--- src/rtl/step_pkg.sv ---
// Shared types and default constants for the step/free-run pulse generator.
package step_pkg;

    localparam int DEB_CYCLES = 1_000_000;
    localparam int DEB_W      = 20;
    localparam int DIV_W      = 23;

    typedef enum logic [1:0] {
        S_LOW      = 2'd0,
        S_RISE_CHK = 2'd1,
        S_HIGH     = 2'd2,
        S_FALL_CHK = 2'd3
    } deb_state_t;

    // Top bit index of the divider compare window, saturated to the counter width.
    function automatic int div_top_bit(input logic [4:0] sel, input int width);
        return (int'(sel) > width - 1) ? width - 1 : int'(sel);
    endfunction

endpackage

--- src/rtl/sync_2ff.sv ---
// Two-flop synchronizer for a single asynchronous input bit.
module sync_2ff (
    input  logic clk_in,
    input  logic rst,
    input  logic d,
    output logic q
);

    logic meta;

    always_ff @(posedge clk_in or posedge rst) begin
        if (rst) begin
            meta <= 1'b0;
            q    <= 1'b0;
        end else begin
            meta <= d;
            q    <= meta;
        end
    end

endmodule

--- src/rtl/step_pulse_gen.sv ---
// CPU advance strobe: debounced single-step from step_in, or a free-running
// power-of-two divider of clk_in, with a running count of issued strobes.
module step_pulse_gen #(
    parameter int DEB_CYCLES = step_pkg::DEB_CYCLES,
    parameter int DEB_W      = step_pkg::DEB_W,
    parameter int DIV_W      = step_pkg::DIV_W
) (
    input  logic        clk_in,
    input  logic        rst,
    input  logic        step_in,
    input  logic        run_en,
    input  logic [4:0]  div_sel,
    output logic        clk_en,
    output logic        step_level,
    output logic [15:0] pulse_cnt
);

    import step_pkg::*;

    localparam logic [DEB_W-1:0] DEB_LAST = DEB_W'(DEB_CYCLES - 1);

    logic             step_s;
    deb_state_t       state;
    deb_state_t       state_nxt;
    logic [DEB_W-1:0] deb_cnt;
    logic [DEB_W-1:0] deb_cnt_nxt;
    logic             deb_done;
    logic [DIV_W-1:0] div_cnt;
    logic [DIV_W-1:0] div_mask;
    logic             div_hit;
    logic             strobe_nxt;
    logic             level_nxt;
    int               top_bit;

    sync_2ff u_sync (
        .clk_in (clk_in),
        .rst    (rst),
        .d      (step_in),
        .q      (step_s)
    );

    always_comb begin
        state_nxt   = state;
        deb_cnt_nxt = deb_cnt;
        deb_done    = 1'b0;
        unique case (state)
            S_LOW: begin
                if (step_s) begin
                    state_nxt   = S_RISE_CHK;
                    deb_cnt_nxt = '0;
                end
            end
            S_RISE_CHK: begin
                if (!step_s) begin
                    state_nxt = S_LOW;
                end else if (deb_cnt == DEB_LAST) begin
                    state_nxt = S_HIGH;
                    deb_done  = 1'b1;
                end else begin
                    deb_cnt_nxt = deb_cnt + 1'b1;
                end
            end
            S_HIGH: begin
                if (!step_s) begin
                    state_nxt   = S_FALL_CHK;
                    deb_cnt_nxt = '0;
                end
            end
            S_FALL_CHK: begin
                if (step_s) begin
                    state_nxt = S_HIGH;
                end else if (deb_cnt == DEB_LAST) begin
                    state_nxt = S_LOW;
                end else begin
                    deb_cnt_nxt = deb_cnt + 1'b1;
                end
            end
            default: begin
                state_nxt   = S_LOW;
                deb_cnt_nxt = '0;
            end
        endcase
    end

    // Strobe when the low (top_bit+1) bits of the running divider are all ones.
    always_comb begin
        top_bit  = div_top_bit(div_sel, DIV_W);
        div_mask = '0;
        for (int i = 0; i < DIV_W; i++) begin
            div_mask[i] = (i <= top_bit);
        end
        div_hit = run_en && ((div_cnt & div_mask) == div_mask);
    end

    always_comb begin
        strobe_nxt = run_en ? div_hit : deb_done;
        level_nxt  = (state_nxt == S_HIGH) || (state_nxt == S_FALL_CHK);
    end

    always_ff @(posedge clk_in or posedge rst) begin
        if (rst) begin
            state   <= S_LOW;
            deb_cnt <= '0;
        end else begin
            state   <= state_nxt;
            deb_cnt <= deb_cnt_nxt;
        end
    end

    always_ff @(posedge clk_in or posedge rst) begin
        if (rst) begin
            div_cnt <= '0;
        end else if (run_en) begin
            div_cnt <= div_cnt + 1'b1;
        end else begin
            div_cnt <= '0;
        end
    end

    always_ff @(posedge clk_in or posedge rst) begin
        if (rst) begin
            clk_en     <= 1'b0;
            step_level <= 1'b0;
        end else begin
            clk_en     <= strobe_nxt;
            step_level <= level_nxt;
        end
    end

    always_ff @(posedge clk_in or posedge rst) begin
        if (rst) begin
            pulse_cnt <= '0;
        end else if (strobe_nxt) begin
            pulse_cnt <= pulse_cnt + 16'd1;
        end
    end

endmodule

--- config.mk ---
export PLATFORM = sky130hd
export DESIGN_NAME = step_pulse_gen
export DESIGN_NICKNAME = d
export VERILOG_FILES = /design/src/rtl/step_pkg.sv /design/src/rtl/sync_2ff.sv /design/src/rtl/step_pulse_gen.sv
export SDC_FILE = /design/constraint.sdc
export NUM_CORES = 1
export LEC_CHECK = 0
export CORE_ASPECT_RATIO = 1.1
export CORE_MARGIN = 1.5
export CORE_UTILIZATION = 60
export DETAILED_ROUTE_END_ITERATION = 10
export PLACE_DENSITY = 0.82
export SYNTH_ARGS = -nofsm -noshare
export SYNTH_HDL_FRONTEND = slang
export SYNTH_SLANG_ARGS = --single-unit
--- constraint.sdc ---
create_clock -name clk_in -period 3.1 [get_ports clk_in]
set_input_delay 0.31 -clock clk_in [delete_from_list [all_inputs] [get_ports clk_in]]
set_output_delay 0.31 -clock clk_in [all_outputs]
set_load 0.01 [all_outputs]
==> run_summary.xml <==
<?xml version="1.0" encoding="UTF-8"?>
<metrics>
  <group name="run_status">
    <metric name="outcome" unit="">finished, final reports clean</metric>
  </group>
  <group name="grt">
    <metric name="number_of_global_route_vias_before_repair" unit="">3113</metric>
    <metric name="grt_max_degree" unit="">42</metric>
    <metric name="grtUsageTotal" unit="%">26.32</metric>
    <metric name="antenna_found_initial" unit="">0</metric>
    <metric name="gr-total-overflow" unit="">0</metric>
    <metric name="grt_pass1_wl" unit="µm">13970</metric>
  </group>
  <group name="worst_setup_path">
    <metric name="path_max_fanout" unit="">19</metric>
    <metric name="required" unit="ns">3.29</metric>
    <metric name="critical_path.cell_chain" unit="">and3_2 -&gt; nand3_2 -&gt; o21ai_1 -&gt; buf_4 -&gt; nor2_1 -&gt; nor2_1</metric>
    <metric name="timing.critical_path.mode_cell" unit="">sky130_fd_sc_hd__nor2_1</metric>
    <metric name="timing.critical_path.arrival" unit="ns">2.59</metric>
    <metric name="maximum_single_stage_delay_on_the_critical_path" unit="ns">0.71</metric>
    <metric name="cp_slowest_cell" unit="">sky130_fd_sc_hd__nor2_1</metric>
    <metric name="critical_path_startpoint_category" unit="">flop</metric>
    <metric name="reg2reg_slack" unit="ns">0.70</metric>
    <metric name="timing_worst_setup_path_type" unit="">flop to flop</metric>
    <metric name="kind_of_end_point_of_the_critical_path" unit="">flop</metric>
  </group>
  <group name="clock_network">
    <metric name="clock_insertion_delay_worst_skew" unit="ns">0.35</metric>
    <metric name="cts_resized" unit="">0</metric>
    <metric name="cts-root-buf" unit="">sky130_fd_sc_hd__clkbuf_8</metric>
    <metric name="htree_levels" unit="">3</metric>
    <metric name="clk_pin_slew_worst_paths" unit="ns">0.07</metric>
    <metric name="cts_made_buffers" unit="">9</metric>
    <metric name="cts.repair_timing.setup_buffer_count" unit="">0</metric>
    <metric name="cts.hold.buffers_added" unit="">0</metric>
    <metric name="clock_tree.buffer_depth" unit="">2</metric>
    <metric name="clock_tree_from_tritoncts" unit="">yes</metric>
    <metric name="clock-sinks" unit="">64</metric>
  </group>
  <group name="drt">
    <metric name="drt_iter0_markers" unit="">181</metric>
    <metric name="drt-vias-per-instance" unit="">6.128</metric>
    <metric name="drt_first_pass_iters" unit="">5</metric>
    <metric name="route.detailed.wl_per_inst" unit="µm">15.28</metric>
    <metric name="drt.antenna.violating_nets" unit="">0</metric>
    <metric name="via_count" unit="">3205</metric>
    <metric name="drc" unit="">0</metric>
    <metric name="wl" unit="µm">7994</metric>
  </group>
  <group name="sta">
    <metric name="timing.setup.tns" unit="ns">0</metric>
    <metric name="maxSlewViolCount" unit="">0</metric>
    <metric name="hold_viol" unit="">0</metric>
    <metric name="worst_pin_slew" unit="ns">0.9197</metric>
    <metric name="fin_crit_share" unit="%">77.28</metric>
    <metric name="fmax" unit="GHz">0.4174</metric>
    <metric name="finalHoldWorstSlack" unit="ns">0.3515</metric>
    <metric name="timing.final.setup_violations" unit="">0</metric>
    <metric name="maxSlewHeadroom" unit="%">38.46</metric>
    <metric name="grt_setup_unrepaired" unit="">no</metric>
    <metric name="post-route-min-period" unit="ns">2.396</metric>
    <metric name="clock-skew-final" unit="ns">0.007841</metric>
  </group>
  <group name="yosys">
    <metric name="synth_enable_flop_cells" unit="">0</metric>
    <metric name="synth_top_flop_cell" unit="">sky130_fd_sc_hd__dfrtp_1</metric>
    <metric name="mappedNetlistNets" unit="">424</metric>
    <metric name="post_synth_num_cell_types" unit="">62</metric>
    <metric name="syn-instance-count" unit="">412</metric>
    <metric name="synth_warnings" unit="">0</metric>
    <metric name="postSynthAreaPerCell" unit="µm²">9.174</metric>
    <metric name="asyncSetResetFlopFracSynth" unit="%">100.0</metric>
    <metric name="seq_area_frac_synth" unit="%">42.37</metric>
    <metric name="syn_area" unit="µm²">3780</metric>
    <metric name="synth.ff_latch_count" unit="">64</metric>
  </group>
  <group name="min_path">
    <metric name="worstHoldPathType" unit="">flop to flop</metric>
  </group>
  <group name="pwr">
    <metric name="power.total" unit="W">0.001695</metric>
    <metric name="power.density_cell_area" unit="nW/µm²">393.0</metric>
    <metric name="vdd_drop_max" unit="mV">0.2998</metric>
    <metric name="power_leakage" unit="nW">1.795</metric>
  </group>
  <group name="die">
    <metric name="floorplan.core_area" unit="µm²">6118</metric>
    <metric name="rows" unit="">30</metric>
    <metric name="die_h" unit="µm">86.25</metric>
    <metric name="starting_utilization_of_the_core_area" unit="%">61.78</metric>
    <metric name="count_of_pins_on_the_block_boundary" unit="">27</metric>
    <metric name="design.die.area" unit="µm²">6785</metric>
    <metric name="die_w" unit="µm">78.68</metric>
  </group>
  <group name="layout">
    <metric name="final_core_utilization" unit="%">70.49</metric>
    <metric name="multiInputGateArea" unit="µm²">2034</metric>
    <metric name="flow.area_growth_from_synthesis" unit="%">14.10</metric>
    <metric name="insertedDiodeCount" unit="">0</metric>
    <metric name="num-nets-final" unit="">450</metric>
    <metric name="final_layout_size_suffix_gt1_share" unit="%">11.06</metric>
    <metric name="final-seq-area" unit="µm²">1602</metric>
    <metric name="nFillCells" unit="">470</metric>
  </group>
  <group name="place">
    <metric name="gp_congestion" unit="">0.8470</metric>
    <metric name="place_hpwl" unit="µm">5664</metric>
    <metric name="portBuffers" unit="">26</metric>
  </group>
  <group name="run">
    <metric name="max-cap-violations" unit="">0</metric>
  </group>
</metrics>
==> final cells by class <==
class,instances,share of cell area [%]
Multi-Input combinational cell,314,47.17
Sequential cell,64,37.13
Timing Repair Buffer,35,7.601
Clock buffer,9,2.872
Tap cell,80,2.321
Clock inverter,7,1.683
Inverter,14,1.218
==> state kept, by name (all words and copies together) (netlist names) <==
signal	cells
div_cnt	23
deb_cnt	20
pulse_cnt	16
state	2
clk_en	1
u_sync.meta	1
u_sync.q	1
==> routing by layer <==
| layer | part of all wire [%] | track usage, % |
|---|---|---|
| met3 | 4.5 | 4.105 |
| met2 | 49 | 43.34 |
| met4 | 1.6 | 13.96 |
| met5 | 0 | 0 |
| met1 | 45 | 33.54 |
==> cell usage after synthesis, types with 2 or more instances <==
master,n,area [µm²]
sky130_fd_sc_hd__o21ai_0,12,60.06
sky130_fd_sc_hd__a21boi_0,2,15.01
sky130_fd_sc_hd__nor4b_2,2,30.03
sky130_fd_sc_hd__inv_1,12,45.04
sky130_fd_sc_hd__a31oi_1,2,12.51
sky130_fd_sc_hd__o311ai_1,2,17.52
sky130_fd_sc_hd__nand2_1,40,150.1
sky130_fd_sc_hd__nor3b_1,5,37.54
sky130_fd_sc_hd__o211ai_1,8,60.06
sky130_fd_sc_hd__a221oi_1,8,70.07
sky130_fd_sc_hd__and2_1,20,125.1
sky130_fd_sc_hd__a311o_1,2,20.02
sky130_fd_sc_hd__buf_2,9,45.04
sky130_fd_sc_hd__xnor2_1,23,201.4
sky130_fd_sc_hd__clkbuf_1,9,33.78
sky130_fd_sc_hd__nand2b_1,4,25.02
sky130_fd_sc_hd__nor2_1,23,86.33
sky130_fd_sc_hd__a221o_1,2,20.02
sky130_fd_sc_hd__nor2b_1,10,62.56
sky130_fd_sc_hd__nand3_1,30,150.1
sky130_fd_sc_hd__mux2i_1,3,30.03
sky130_fd_sc_hd__nand4_1,10,62.56
sky130_fd_sc_hd__a21oi_1,6,30.03
sky130_fd_sc_hd__o21a_1,7,52.55
sky130_fd_sc_hd__dfrtp_1,64,1602
sky130_fd_sc_hd__nand4_2,2,25.02
sky130_fd_sc_hd__ha_1,3,37.54
sky130_fd_sc_hd__mux2_2,3,33.78
sky130_fd_sc_hd__a22o_1,2,17.52
sky130_fd_sc_hd__and4_1,3,26.28
sky130_fd_sc_hd__a21bo_2,2,20.02
sky130_fd_sc_hd__or3_1,7,43.79
sky130_fd_sc_hd__or2_2,6,37.54
sky130_fd_sc_hd__nor4_1,6,37.54
sky130_fd_sc_hd__nor3_1,20,100.1
sky130_fd_sc_hd__and3_1,8,50.05
sky130_fd_sc_hd__xor2_1,10,87.58
==> critical path: cells and delay by family (launching register included) <==
| kind | cells | cell delay, ns |
|---|---|---|
| buffers and inverters | 1 | 0.30 |
| AO/OA/AOI/OAI | 1 | 0.26 |
| flip-flops | 1 | 0.41 |
| AND/OR/NAND/NOR | 4 | 1.26 |
==> final timing paths <==
| path | startpoint | cells past startpoint | endpoint |
|---|---|---|---|
| worst max-delay path | deb_cnt[3] | 6 | deb_cnt[13] |
| worst min-delay path | u_sync.meta | 0 | u_sync.q |
| worst max register to register | deb_cnt[3] | 6 | deb_cnt[13] |
| worst min register to register | u_sync.meta | 0 | u_sync.q |
| max in group asynchronous | rst | 3 | deb_cnt[1] |
| min in group asynchronous | rst | 2 | deb_cnt[15] |
==> cell usage in the layout, fill, tap and decap left out, types with 7 or more instances in the layout <==
cell type and instances:
sky130_fd_sc_hd__dfrtp_1 64, sky130_fd_sc_hd__nand2_1 40, sky130_fd_sc_hd__nand3_1 30, sky130_fd_sc_hd__clkdlybuf4s50_1 26
sky130_fd_sc_hd__nor2_1 23, sky130_fd_sc_hd__xnor2_1 23, sky130_fd_sc_hd__nor3_1 20, sky130_fd_sc_hd__and2_1 20
sky130_fd_sc_hd__inv_1 11, sky130_fd_sc_hd__o21ai_0 11, sky130_fd_sc_hd__xor2_1 10, sky130_fd_sc_hd__nand4_1 10
sky130_fd_sc_hd__nor2b_1 10, sky130_fd_sc_hd__clkbuf_8 9, sky130_fd_sc_hd__buf_4 9, sky130_fd_sc_hd__and3_1 8
sky130_fd_sc_hd__a221oi_1 8, sky130_fd_sc_hd__o211ai_1 8, sky130_fd_sc_hd__o21a_1 7, sky130_fd_sc_hd__or3_1 7
==> logic make-up (layout without fill, tap and decap cells) <==
group,count (synthesis),in the layout,synth area share [%]
muxes,6,6,1.688
AOI/OAI and AO/OA,68,68,13.61
xor gates and xnor gates,33,33,7.646
buffers and inverters,34,65,3.806
DFF,64,64,42.37
adders and majority gates,3,3,0.9932
and+or+nand+nor,204,204,29.89
==> power by group <==
part	switching (W)	internal, W	total, W
clock network	0.000343	0.000370	0.000713
registers	0.0000201	0.000849	0.000869
logic	0.0000694	0.0000437	0.000113
total	0.000432	0.00126	0.00170
==> stage by stage <==
step	instance area [µm²]	setup WS, ns	instances
finish	4313	0.7044	523
global route	4313	0.4682	523
CTS	4313	0.6993	523
detailed placement	4116	0.4366	507
global placement	4116	0.4872	507
floorplan	3780	1.059	412
Power figures use the tool's default switching activity.
